`config.mk`:
```
export PLATFORM = sky130hd
export DESIGN_NAME = uart_rx_param
export DESIGN_NICKNAME = d
export VERILOG_FILES = /design/src/rtl/uart_pkg.sv /design/src/rtl/uart_baud_tick.sv /design/src/rtl/uart_rx_param.sv
export SDC_FILE = /design/constraint.sdc
export NUM_CORES = 1
export LEC_CHECK = 0
export CAP_MARGIN = 25
export CORE_AREA = 2 2 68 118
export CTS_BUF_LIST = sky130_fd_sc_hd__clkbuf_4
export DETAILED_ROUTE_END_ITERATION = 7
export DIE_AREA = 0 0 70 120
export SLEW_MARGIN = 20
export SYNTH_ARGS = -nofsm -noshare
export SYNTH_HDL_FRONTEND = slang
export SYNTH_SLANG_ARGS = --single-unit
```
`constraint.sdc`:
```
create_clock -name clk -period 5.2 [get_ports clk]
set_input_delay 0.78 -clock clk [delete_from_list [all_inputs] [get_ports clk]]
set_output_delay 0.78 -clock clk [all_outputs]
set_load 0.01 [all_outputs]
```
`src/rtl/uart_pkg.sv`:
```
// uart_pkg: shared UART receiver states, parity modes and baud divider helper
package uart_pkg;
  typedef enum logic [2:0] {IDLE, START, DATA, PARITY, STOP, BREAK} state_t;
  localparam int PARITY_NONE = 0;
  localparam int PARITY_ODD = 1;
  localparam int PARITY_EVEN = 2;
  function automatic int calcDiv(input int clockRate, input int baudRate, input int overSample);
    return clockRate / (baudRate * overSample);
  endfunction
endpackage

```
`src/rtl/uart_baud_tick.sv`:
```
// uart_baud_tick: one-cycle oversampling strobe every DIV clocks, restartable on a start edge
module uart_baud_tick #(
  parameter int CLOCK_RATE = 12000000,
  parameter int BAUD_RATE = 9600,
  parameter int OVERSAMPLE = 16
) (
  input  logic clk,
  input  logic reset,
  input  logic restart,
  output logic tick
);
  import uart_pkg::*;
  localparam int DIV = calcDiv(CLOCK_RATE, BAUD_RATE, OVERSAMPLE);
  localparam int CW = $clog2(DIV);
  if (DIV < 2) begin : gDivErr
    $error("uart_baud_tick: clock too slow for baud rate and oversampling");
  end
  logic [CW-1:0] cnt;
  assign tick = cnt == CW'(DIV - 1);
  always_ff @(posedge clk or posedge reset)
    if (reset) cnt <= '0;
    else cnt <= (restart || tick) ? '0 : cnt + 1'b1;
endmodule

```
`src/rtl/uart_rx_param.sv`:
```
// uart_rx_param: oversampled UART receiver with majority vote, parity and framing checks
module uart_rx_param #(
  parameter int CLOCK_RATE = 12000000,
  parameter int BAUD_RATE = 9600,
  parameter int DATA_BITS = 8,
  parameter int PARITY = 0,
  parameter int STOP_BITS = 1,
  parameter int OVERSAMPLE = 16
) (
  input  logic                 clk,
  input  logic                 reset,
  input  logic                 en,
  input  logic                 in,
  output logic                 busy,
  output logic                 done,
  output logic                 err,
  output logic                 parityErr,
  output logic                 frameErr,
  output logic [DATA_BITS-1:0] out
);
  import uart_pkg::*;
  localparam int M = OVERSAMPLE / 2;
  localparam int SW = $clog2(OVERSAMPLE);
  localparam int BW = $clog2(DATA_BITS);
  if (DATA_BITS < 5 || DATA_BITS > 9 || PARITY < 0 || PARITY > 2 || STOP_BITS < 1 || STOP_BITS > 2 ||
      OVERSAMPLE < 8 || OVERSAMPLE % 2 != 0) begin : gParamErr
    $error("uart_rx_param: illegal parameter combination");
  end
  state_t state, stateN;
  logic syncA, s, sPrev, tick, restart, finish, commit, vote, v0, v1, parBad, frmBad, stopCnt;
  logic [SW-1:0] sc;
  logic [BW-1:0] bitCnt;
  logic [DATA_BITS-1:0] sh;
  uart_baud_tick #(
    .CLOCK_RATE(CLOCK_RATE),
    .BAUD_RATE(BAUD_RATE),
    .OVERSAMPLE(OVERSAMPLE)
  ) uTick (
    .clk(clk),
    .reset(reset),
    .restart(restart),
    .tick(tick)
  );
  assign commit = tick && sc == SW'(M + 1);
  assign vote = (v0 & v1) | (v0 & s) | (v1 & s);
  assign busy = state inside {START, DATA, uart_pkg::PARITY, STOP};
  assign err = parityErr | frameErr;
  always_ff @(posedge clk or posedge reset)
    if (reset) state <= IDLE;
    else state <= stateN;
  always_comb begin
    stateN = state;
    restart = 1'b0;
    finish = 1'b0;
    if (state != IDLE && !en) stateN = IDLE;
    else
      case (state)
        IDLE: if (en && sPrev && !s) begin
          stateN = START;
          restart = 1'b1;
        end
        START: if (commit) stateN = vote ? IDLE : DATA;
        DATA: if (commit && bitCnt == BW'(DATA_BITS - 1))
          stateN = PARITY == PARITY_NONE ? STOP : uart_pkg::PARITY;
        uart_pkg::PARITY: if (commit) stateN = STOP;
        STOP: if (commit && stopCnt == 1'(STOP_BITS - 1)) begin
          finish = 1'b1;
          stateN = (frmBad || !vote) ? BREAK : IDLE;
        end
        BREAK: if (s) stateN = IDLE;
        default: stateN = IDLE;
      endcase
  end
  always_ff @(posedge clk or posedge reset)
    if (reset) begin
      syncA <= 1'b1;
      s <= 1'b1;
      sPrev <= 1'b1;
      done <= 1'b0;
      sc <= '0;
      v0 <= 1'b0;
      v1 <= 1'b0;
      bitCnt <= '0;
      stopCnt <= 1'b0;
      parBad <= 1'b0;
      frmBad <= 1'b0;
      sh <= '0;
      out <= '0;
      parityErr <= 1'b0;
      frameErr <= 1'b0;
    end else begin
      syncA <= in;
      s <= syncA;
      sPrev <= s;
      done <= finish;
      if (restart) sc <= '0;
      else if (tick) sc <= sc == SW'(OVERSAMPLE - 1) ? '0 : sc + 1'b1;
      if (tick && sc == SW'(M - 1)) v0 <= s;
      if (tick && sc == SW'(M)) v1 <= s;
      if (restart) begin
        bitCnt <= '0;
        stopCnt <= 1'b0;
        parBad <= 1'b0;
        frmBad <= 1'b0;
      end
      if (commit && state == DATA) begin
        sh <= {vote, sh[DATA_BITS-1:1]};
        bitCnt <= bitCnt + 1'b1;
      end
      if (commit && state == uart_pkg::PARITY)
        parBad <= PARITY == PARITY_ODD ? ~(^sh ^ vote) : (^sh ^ vote);
      if (commit && state == STOP) begin
        frmBad <= frmBad | ~vote;
        stopCnt <= stopCnt + 1'b1;
      end
      if (finish) begin
        out <= sh;
        parityErr <= parBad;
        frameErr <= frmBad | ~vote;
      end
    end
endmodule

```
==> out/metrics.yaml, run 1 <==
yosysWarnings: 0
post_cts_buffers: 0
drive_above_1_share_pct: 15.5
avgViaCountPerCell: 4.68
seqCellArea_sq_um: 1100
cts_hold_buf: 0
worstMarginPinSlew_ns: 0.549
placed_cell_area_sq_um: 2430
min_delay_path_depth: 0
first_pass_iters: 4
synthCells: 197
fin_nets: 229
grt_pass1_wl_mm: 6.89
tns_ns: 0
wl_per_cell_microns: 12.6
fmax_ghz: 0.364
rsz0062_at_grt: "false"
grt.overflow.total: 0
fillers: 794
port_buffers: 16
slew_viol_final: 0
r2r_slack_ns: 3.30
hpwl_mm: 2.89
cts_resized: 0
rows: 42
initial_core_util_pct: 29.3
synth_nets: 208
hp-class: "flop to flop"
post-route-period-util_pct: 52.8
num_vias: 1438
core-area_sq_um: 7460
cp_data_arrival_time_ns: 1.97
p_leak_nw: 1.15
r2r_cells: 5
vdd_drop_max_uv: 108
numCtsBuffers: 5
routed_wl_mm: 3.87
min_period_ns: 2.75
crit_fanout: 9
worstSetupStartpointType: "flop"
antenna_found_initial: 0
regToRegEndpoint: "out[0]"
areaGrowthSynthToFinish_pct: 15.1
grt_pass1_vias: 1455
yosysUniqueCellTypes: 45
setup_violations: 0
grt_max_degree: 45
ios: 17
antenna_cells: 0
grt_usage_pct: 10.4
cts_tree: "done"
r2r_start: "state[0]"
drv_cap: 0
clkTransAtPathRegs_ns: 0.13
required_ns: 4.42
clk_latency_ns: 0.36
power_density_nw_per_um2: 352
drtAntennaViolNets: 0
hold_end: "s"
synth.avg_cell_area_sq_um: 11.1
ys_seq_area_share_pct: 50.6
endpoint_kind: "output pin"
dr.first_iter.drc_count: 49
clk_path_buf_depth: 2
dieArea_sq_um: 8400
outcome: "completed"
relSlewSlack_pct: 63.2
htreeDepth: 2
min-delay-start: "syncA"
skew_ns: 0.00450
hold_viol_final: 0
crit_type: "flop to output pin"
fp.dieH_microns: 120
place_congestion: 0.749
final_util_pct: 33.7
die_w_microns: 70
syn_area_sq_um: 2180
multi_input_area_sq_um: 1020
clock-sinks: 44
synth-seq-cells: 44
clockRootBuffer: "clkbuf_4"
final_cell_area_sq_um: 2510
drc_errors: 0
worst max-delay path, stage by stage (launching register included):
cell and delay (ns):
dfrtp_1 0.58, nor2_4 0.11, xnor2_1 0.31, clkdlybuf4s50_1 0.60
through the flow:
stage	power (mW)	instances	hold WS (ns)	setup WS [ns]
3_3_place_gp	0.673	299	0.345	2.71
6_report	0.886	307	0.364	2.45
5_1_grt	0.946	307	0.368	2.38
4_1_cts	0.901	307	0.366	2.44
2_1_floorplan	0.621	197	0.345	3.29
3_5_place_dp	0.677	299	0.347	2.69
area by class of cell:
cell class,count,share of cell area [%]
clock buffer,6,1.79
clock inverter,2,1.39
timing repair buffer,17,6.67
inverter,7,1.05
multi-input combinational,143,40.8
sequential,44,44.0
tap,88,4.38
flip-flops by register name, summed over array words and instances (netlist names):
register	cells
parityErr	1
out	8
sc	4
syncA	1
state	3
uTick.cnt	7
stopCnt	1
s	1
bitCnt	3
v1	1
done	1
frameErr	1
sPrev	1
frmBad	1
sh	8
v0	1
parBad	1
synth_stat cells, drive strengths merged:
cell type | number | area [sq um]
a31oi | 1 | 6.26
nand4 | 1 | 6.26
nor4b | 1 | 8.76
o21ai | 8 | 43.8
maj3 | 1 | 10.0
nand2 | 32 | 123
a21oi | 8 | 40.0
or2 | 1 | 6.26
o41ai | 1 | 8.76
ha | 7 | 87.6
xnor2 | 11 | 96.3
and3b | 3 | 26.3
nor2 | 19 | 97.6
or4bb | 1 | 11.3
nand3 | 10 | 62.6
and2 | 1 | 6.26
inv | 7 | 26.3
nor3 | 1 | 10.0
nand4b | 3 | 26.3
and3 | 2 | 12.5
or3b | 1 | 8.76
dfstp | 3 | 78.8
or4 | 1 | 7.51
nand4bb | 1 | 11.3
mux2 | 11 | 158
and4bb | 1 | 12.5
or3 | 2 | 22.5
nor2b | 2 | 12.5
nand2b | 2 | 12.5
a211oi | 1 | 12.5
mux2i | 2 | 20.0
xor2 | 4 | 35.0
dfrtp | 41 | 1030
buf | 3 | 27.5
o21a | 1 | 7.51
nand3b | 2 | 15.0
report_power, final:
| group | internal [mW] | switching (mW) | leakage [nW] |
|---|---|---|---|
| sequential | 0.384 | 0.0631 | 0.588 |
| combinational | 0.109 | 0.112 | 0.514 |
| clock | 0.106 | 0.111 | 0.0456 |
| total | 0.600 | 0.286 | 1.15 |
worst max-delay path by stage:
stage,endpoint,startpoint,cells after the start,slack (ns)
after floorplan,out[0],en,4,3.29
after global placement,out[3],en,5,2.71
after detailed placement,out[3],en,5,2.69
after CTS,busy,state[0],3,2.44
after global routing,busy,state[0],3,2.38
final,busy,state[0],3,2.45
cells in the final DEF (no fill, tap or decap), types with 6 or more instances in the layout:
master / Yosys / final
ha_1: 7 / 7
o21ai_0: 6 / 6
inv_1: 7 / 6
a21oi_1: 8 / 8
nor2_1: 16 / 16
nand3_1: 9 / 9
clkdlybuf4s50_1: 0 / 16
xnor2_1: 11 / 11
clkbuf_4: 0 / 6
nand2_1: 31 / 31
dfrtp_1: 41 / 41
mux2_4: 9 / 9
layer usage:
layer / wire length, microns / vias to the layer above / global-route usage (%)
met5: 0 / - / 0
met2: 2160 / 18 / 18.9
met4: 85 / 0 / 4.69
met1: 1500 / 703 / 11.1
li1: - / 711 / -
met3: 119 / 6 / 2.77
cells by family (layout without fill, tap and decap cells):
| group | Yosys count | in the layout | share of synthesized area (%) |
|---|---|---|---|
| adder cells (fa/ha/maj) | 8 | 8 | 4.47 |
| AO/OA/AOI/OAI | 20 | 20 | 5.44 |
| AND/OR/NAND/NOR | 87 | 87 | 22.9 |
| flip-flops | 44 | 44 | 50.6 |
| buffers and inverters | 10 | 32 | 2.46 |
| multiplexers | 13 | 13 | 8.14 |
| XOR/XNOR | 15 | 15 | 6.02 |
Power figures use the tool's default switching activity.
==> inputs of run 2 (changes only) <==
==> constraint.sdc (replaced) <==
create_clock -name clk -period 2.7 [get_ports clk]
set_input_delay 0.405 -clock clk [delete_from_list [all_inputs] [get_ports clk]]
set_output_delay 0.405 -clock clk [all_outputs]
set_load 0.01 [all_outputs]
==> run 2 against run 1 <==
Effect of this change:
- sequential power grew 92%
- total power rose by 94%
- critical path depth is the same
- largest cell class unchanged
- utilization grew 0.17 points
- global-route usage is 0.22 points lower
- worst hold slack worse by 0.064 ns
- cell count grew 0.33%
- clock skew up 0.0096 ns
- non-clock buffer count rose by 1
- cell area grew 0.50%
- sequential share of layout area shrank 0.22 points
==> out/metrics.yaml, run 2 (synthesized netlist as in run 1, its figures left out) <==
drc_errors: 0  # unchanged
wl_per_cell_microns: 12.5  # -0.71%
crit_buf_inv: 1  # unchanged
outcome: "completed"
path_depth: 3  # unchanged
crit_type: "flop to output pin"
slowest_delay_ns: 0.61  # about the same
grt.overflow.total: 0  # unchanged
grt_pass1_vias: 1471  # +1.1%
rows: 42  # unchanged
drtAntennaViolNets: 0  # unchanged
core-area_sq_um: 7460  # unchanged
initial_core_util_pct: 29.3  # unchanged
worstMarginPinSlew_ns: 0.576  # +0.0272 ns
crit_fanout: 9  # unchanged
antenna_found_initial: 0  # unchanged
fp.dieH_microns: 120  # unchanged
die_w_microns: 70  # unchanged
hp-class: "input pin to asynchronous set/reset pin"
skew_ns: 0.0141  # +0.00964 ns
cts_hold_buf: 0  # unchanged
routed_wl_mm: 3.85  # -0.39%
layout_common_cells: "dfrtp_1, nand2_1, nor2_1, clkdlybuf4s50_1, xnor2_1"
port_buffers: 16  # unchanged
grt_pass1_wl_mm: 6.71  # -2.6%
first_pass_iters: 4  # unchanged
htreeDepth: 2  # unchanged
drive_above_1_share_pct: 15.9  # +0.38 points
r2r_cells: 5  # unchanged
slowest_stage: "clkdlybuf4s50_1"
clk_path_buf_depth: 2  # unchanged
clk_latency_ns: 0.37  # about the same
timing.hold.ws_ns: 0.300  # -0.0641 ns
regToRegEndpoint: "parityErr"
setup_violations: 0  # unchanged
instances_no_fill: 308  # +0.33%
cp_data_arrival_time_ns: 1.99  # +0.02 ns
slew_viol_final: 0  # unchanged
ios: 17  # unchanged
min_period_ns: 2.40
endpoint_kind: "output pin"
place_congestion: 0.756  # +0.99%
drv_cap: 0  # unchanged
power_density_nw_per_um2: 681  # +93%
cts_resized: 0  # unchanged
vdd_drop_max_uv: 213  # +97%
worstSetupStartpointType: "flop"
path_cells: "nor2_4 > xnor2_1 > clkdlybuf4s50_1"
fin_nets: 230  # +0.44%
critPathTopFamily: "buffers and inverters"
post_cts_buffers: 0  # unchanged
dieArea_sq_um: 8400  # unchanged
areaGrowthSynthToFinish_pct: 15.7
cts_tree: "done"
clock-sinks: 44  # unchanged
grt_usage_pct: 10.2  # -0.22 points
r2r_start: "state[0]"
post-route-period-util_pct: 88.9
grt_max_degree: 17  # -62%
fmax_ghz: 0.417
tns_ns: 0  # unchanged
numCtsBuffers: 5  # unchanged
r2r_slack_ns: 0.78  # -2.52 ns
required_ns: 2.30  # -2.12 ns
reg.largest.list: "out (8), sh (8), uTick.cnt (7)"
clockRootBuffer: "clkbuf_4"
antenna_cells: 0  # unchanged
clkTransAtPathRegs_ns: 0.15  # +0.02 ns
hold_viol_final: 0  # unchanged
p_leak_nw: 1.15  # +0.39%
rsz0062_at_grt: "false"
hpwl_mm: 2.92  # +1.3%
final_common_cell: "dfrtp_1"
dr.first_iter.drc_count: 54  # +10%
place_inst: 300  # +0.33%
num_vias: 1430  # -0.56%
relSlewSlack_pct: 61.4  # -1.8 points
avgViaCountPerCell: 4.64  # -0.88%
==> run 2: layout make-up <==
type	count	area [sq um]
inverter	7	26.3
fill	776	4940
sequential	44	1100
clock buffer	5	37.5
tap	88	110
multi-input combinational	143	1020
timing repair buffer	18	175
clock inverter	3	47.5
==> run 2: metal layers <==
metal  vias up  wire, microns  track usage [%]
li1        715              -                -
met1       694           1560             10.5
met2        16           2100             18.8
met3         5             95             2.52
met4         0             89             5.05
met5         -              0                0
==> run 2: metrics by stage <==
stage	instance area [sq um]	power (mW)	setup slack (ns)	utilization, %
floorplan	2180	1.20	0.956	-
global placement	2440	1.30	0.576	32.7
detailed placement	2440	1.30	0.553	32.7
CTS	2530	1.74	0.293	33.9
global route	2530	1.83	0.194	33.9
finish	2530	1.72	0.301	33.9
==> run 2: how the worst max path moves through the flow <==
stage                         from        end
after detailed placement        en  parityErr
after floorplan              sc[1]  bitCnt[1]
after global placement          en     out[3]
after CTS                 state[0]       busy
final                     state[0]       busy
after global routing      state[0]       busy
==> run 2: worst reg2reg max path: stages, from the launching register on <==
cell and delay (ns):
dfrtp_1 0.54, nor2_4 0.24, nand2_2 0.08, or3_4 0.38
nor2_8 0.26, mux2_4 0.33
==> run 2: where the power goes <==
part	switching, mW	internal [mW]
logic	0.216	0.211
clock network	0.236	0.198
registers	0.119	0.740
total	0.571	1.15
==> inputs of run 3 (changes only) <==
--- a/config.mk
+++ b/config.mk
@@ -5,7 +5,6 @@
 export SDC_FILE = /design/constraint.sdc
 export NUM_CORES = 1
 export LEC_CHECK = 0
-export CAP_MARGIN = 25
 export CORE_AREA = 2 2 68 118
 export CTS_BUF_LIST = sky130_fd_sc_hd__clkbuf_4
 export DETAILED_ROUTE_END_ITERATION = 7
==> constraint.sdc (replaced) <==
create_clock -name clk -period 2.25 [get_ports clk]
set_input_delay 0.3375 -clock clk [delete_from_list [all_inputs] [get_ports clk]]
set_output_delay 0.3375 -clock clk [all_outputs]
set_load 0.01 [all_outputs]
==> run 3 against run 2 <==
Effect of this change:
- critical path type unchanged
- clock power fell by 14%
- sequential power rose by 19%
- non-clock buffer count is 2 higher
- largest cell class unchanged
==> out/metrics.yaml, run 3 (synthesized netlist as in run 1, its figures left out) <==
outcome: "completed"
seqCellArea_sq_um: 1110  # +0.11%
relSlewSlack_pct: 62.0  # +0.65 points
post-route-period-util_pct: 95.2
cts_hold_buf: 0  # unchanged
dieArea_sq_um: 8400  # unchanged
skew_ns: 0.0128  # -0.00134 ns
drv_cap: 0  # unchanged
multi_input_area_sq_um: 1030  # +0.73%
hpwl_mm: 2.89  # -1.1%
slowest_stage: "clkdlybuf4s50_1"
core-area_sq_um: 7460  # unchanged
fillers: 793  # +2.2%
hp-class: "flop to flop"
p_leak_nw: 1.15  # +0.18%
clk_path_buf_depth: 2  # unchanged
drtAntennaViolNets: 0  # unchanged
routed_wl_mm: 3.98  # +3.4%
slowest_delay_ns: 0.58  # -0.03 ns
clk_latency_ns: 0.36  # about the same
worstMarginPinSlew_ns: 0.570  # -0.00621 ns
clkTransAtPathRegs_ns: 0.13  # -0.02 ns
clockRootBuffer: "clkbuf_4"
place_congestion: 0.776  # +2.6%
drive_above_1_share_pct: 17.1  # +1.2 points
fin_nets: 232  # +0.87%
grt_usage_pct: 10.5  # +0.29 points
grt_max_degree: 45  # +28
avgViaCountPerCell: 4.74  # +2.1%
finalPower_mw: 1.95  # +14%
fp.dieH_microns: 120  # unchanged
cp_data_arrival_time_ns: 1.80  # -0.19 ns
antenna_found_initial: 0  # unchanged
cts_tree: "done"
rsz0062_at_grt: "false"
min_period_ns: 2.14
final.setup.worst_slack_ns: 0.108  # -0.193 ns
drc_errors: 0  # unchanged
slew_viol_final: 0  # unchanged
vdd_drop_max_uv: 215  # +1.2%
num_vias: 1469  # +2.7%
hold_viol_final: 0  # unchanged
wl_per_cell_microns: 12.8  # +2.7%
die_w_microns: 70  # unchanged
grt_pass1_vias: 1510  # +2.7%
power_density_nw_per_um2: 776  # +14%
required_ns: 1.91  # -0.39 ns
htreeDepth: 2  # unchanged
ios: 17  # unchanged
grt.overflow.total: 0  # unchanged
numCtsBuffers: 5  # unchanged
crit_type: "flop to output pin"
layout_common_cells: "dfrtp_1, nand2_1, nor2_1, clkdlybuf4s50_1, xnor2_1"
grt_pass1_wl_mm: 6.96  # +3.6%
fmax_ghz: 0.467
clock-sinks: 44  # unchanged
path_cells: "xnor2_2 > clkdlybuf4s50_1"
first_pass_iters: 4  # unchanged
endpoint_kind: "output pin"
final_common_cell: "dfrtp_1"
setup_violations: 0  # unchanged
rows: 42  # unchanged
reg.largest.list: "out (8), sh (8), uTick.cnt (7)"
dr.first_iter.drc_count: 75  # +39%
place_ws_ns: 0.163  # -0.390 ns
initial_core_util_pct: 29.3  # unchanged
worstSetupStartpointType: "flop"
antenna_cells: 0  # unchanged
tns_ns: 0  # unchanged
crit_fanout: 14  # +5
port_buffers: 16  # unchanged
areaGrowthSynthToFinish_pct: 15.2
==> run 3: final timing paths <==
check,from,depth (start not counted),slack (ns),endpoint
worst max-delay path,state[2],2,0.11,busy
min in group asynchronous,reset,3,0.40,sh[1]
worst min-delay path,syncA,0,0.36,s
worst min register to register,syncA,0,0.36,s
max in group asynchronous,reset,3,1.42,state[1]
worst max register to register,sc[1],7,0.35,bitCnt[0]
==> run 3: metrics by stage <==
stage	hold slack (ns)	utilization [%]	area, sq um	std cells
floorplan	0.342	-	2180	197
global placement	0.346	32.9	2460	302
detailed placement	0.348	32.9	2460	302
CTS	0.350	33.7	2520	310
global route	0.359	33.7	2520	310
finish	0.364	33.7	2520	310
==> run 3: per-layer routing <==
| layer | vias up | track usage, % | part of all wire (%) |
|---|---|---|---|
| met5 | - | 0 | 0 |
| met4 | 0 | 4.69 | 2.3 |
| met3 | 5 | 2.77 | 3.0 |
| met2 | 22 | 19.5 | 55 |
| met1 | 726 | 10.7 | 40 |
| li1 | 716 | - | - |
==> run 3: layout make-up <==
| class | instances | area share, % |
|---|---|---|
| clock inverter | 3 | 0.547 |
| inverter | 7 | 1.04 |
| multi-input combinational | 143 | 41.0 |
| timing repair buffer | 20 | 7.56 |
| sequential | 44 | 44.0 |
| tap | 88 | 4.38 |
| clock buffer | 5 | 1.49 |
==> run 3: power breakdown <==
part / internal [mW] / switching (mW)
registers: 0.890 / 0.130
clock network: 0.115 / 0.257
logic: 0.277 / 0.285
==> run 3: critical path, delay by kind of cell, from the launching register on <==
family | cells | cell delay (ns)
XOR/XNOR | 1 | 0.30
buffers and inverters | 1 | 0.58
flip-flops | 1 | 0.57
==> run 3: what timing repair did <==
item                                    CTS  global route
resized for setup                         2             0
buffers inserted                          0             0
hold endpoints to repair                  0             0
endpoints found under the setup margin    1             0
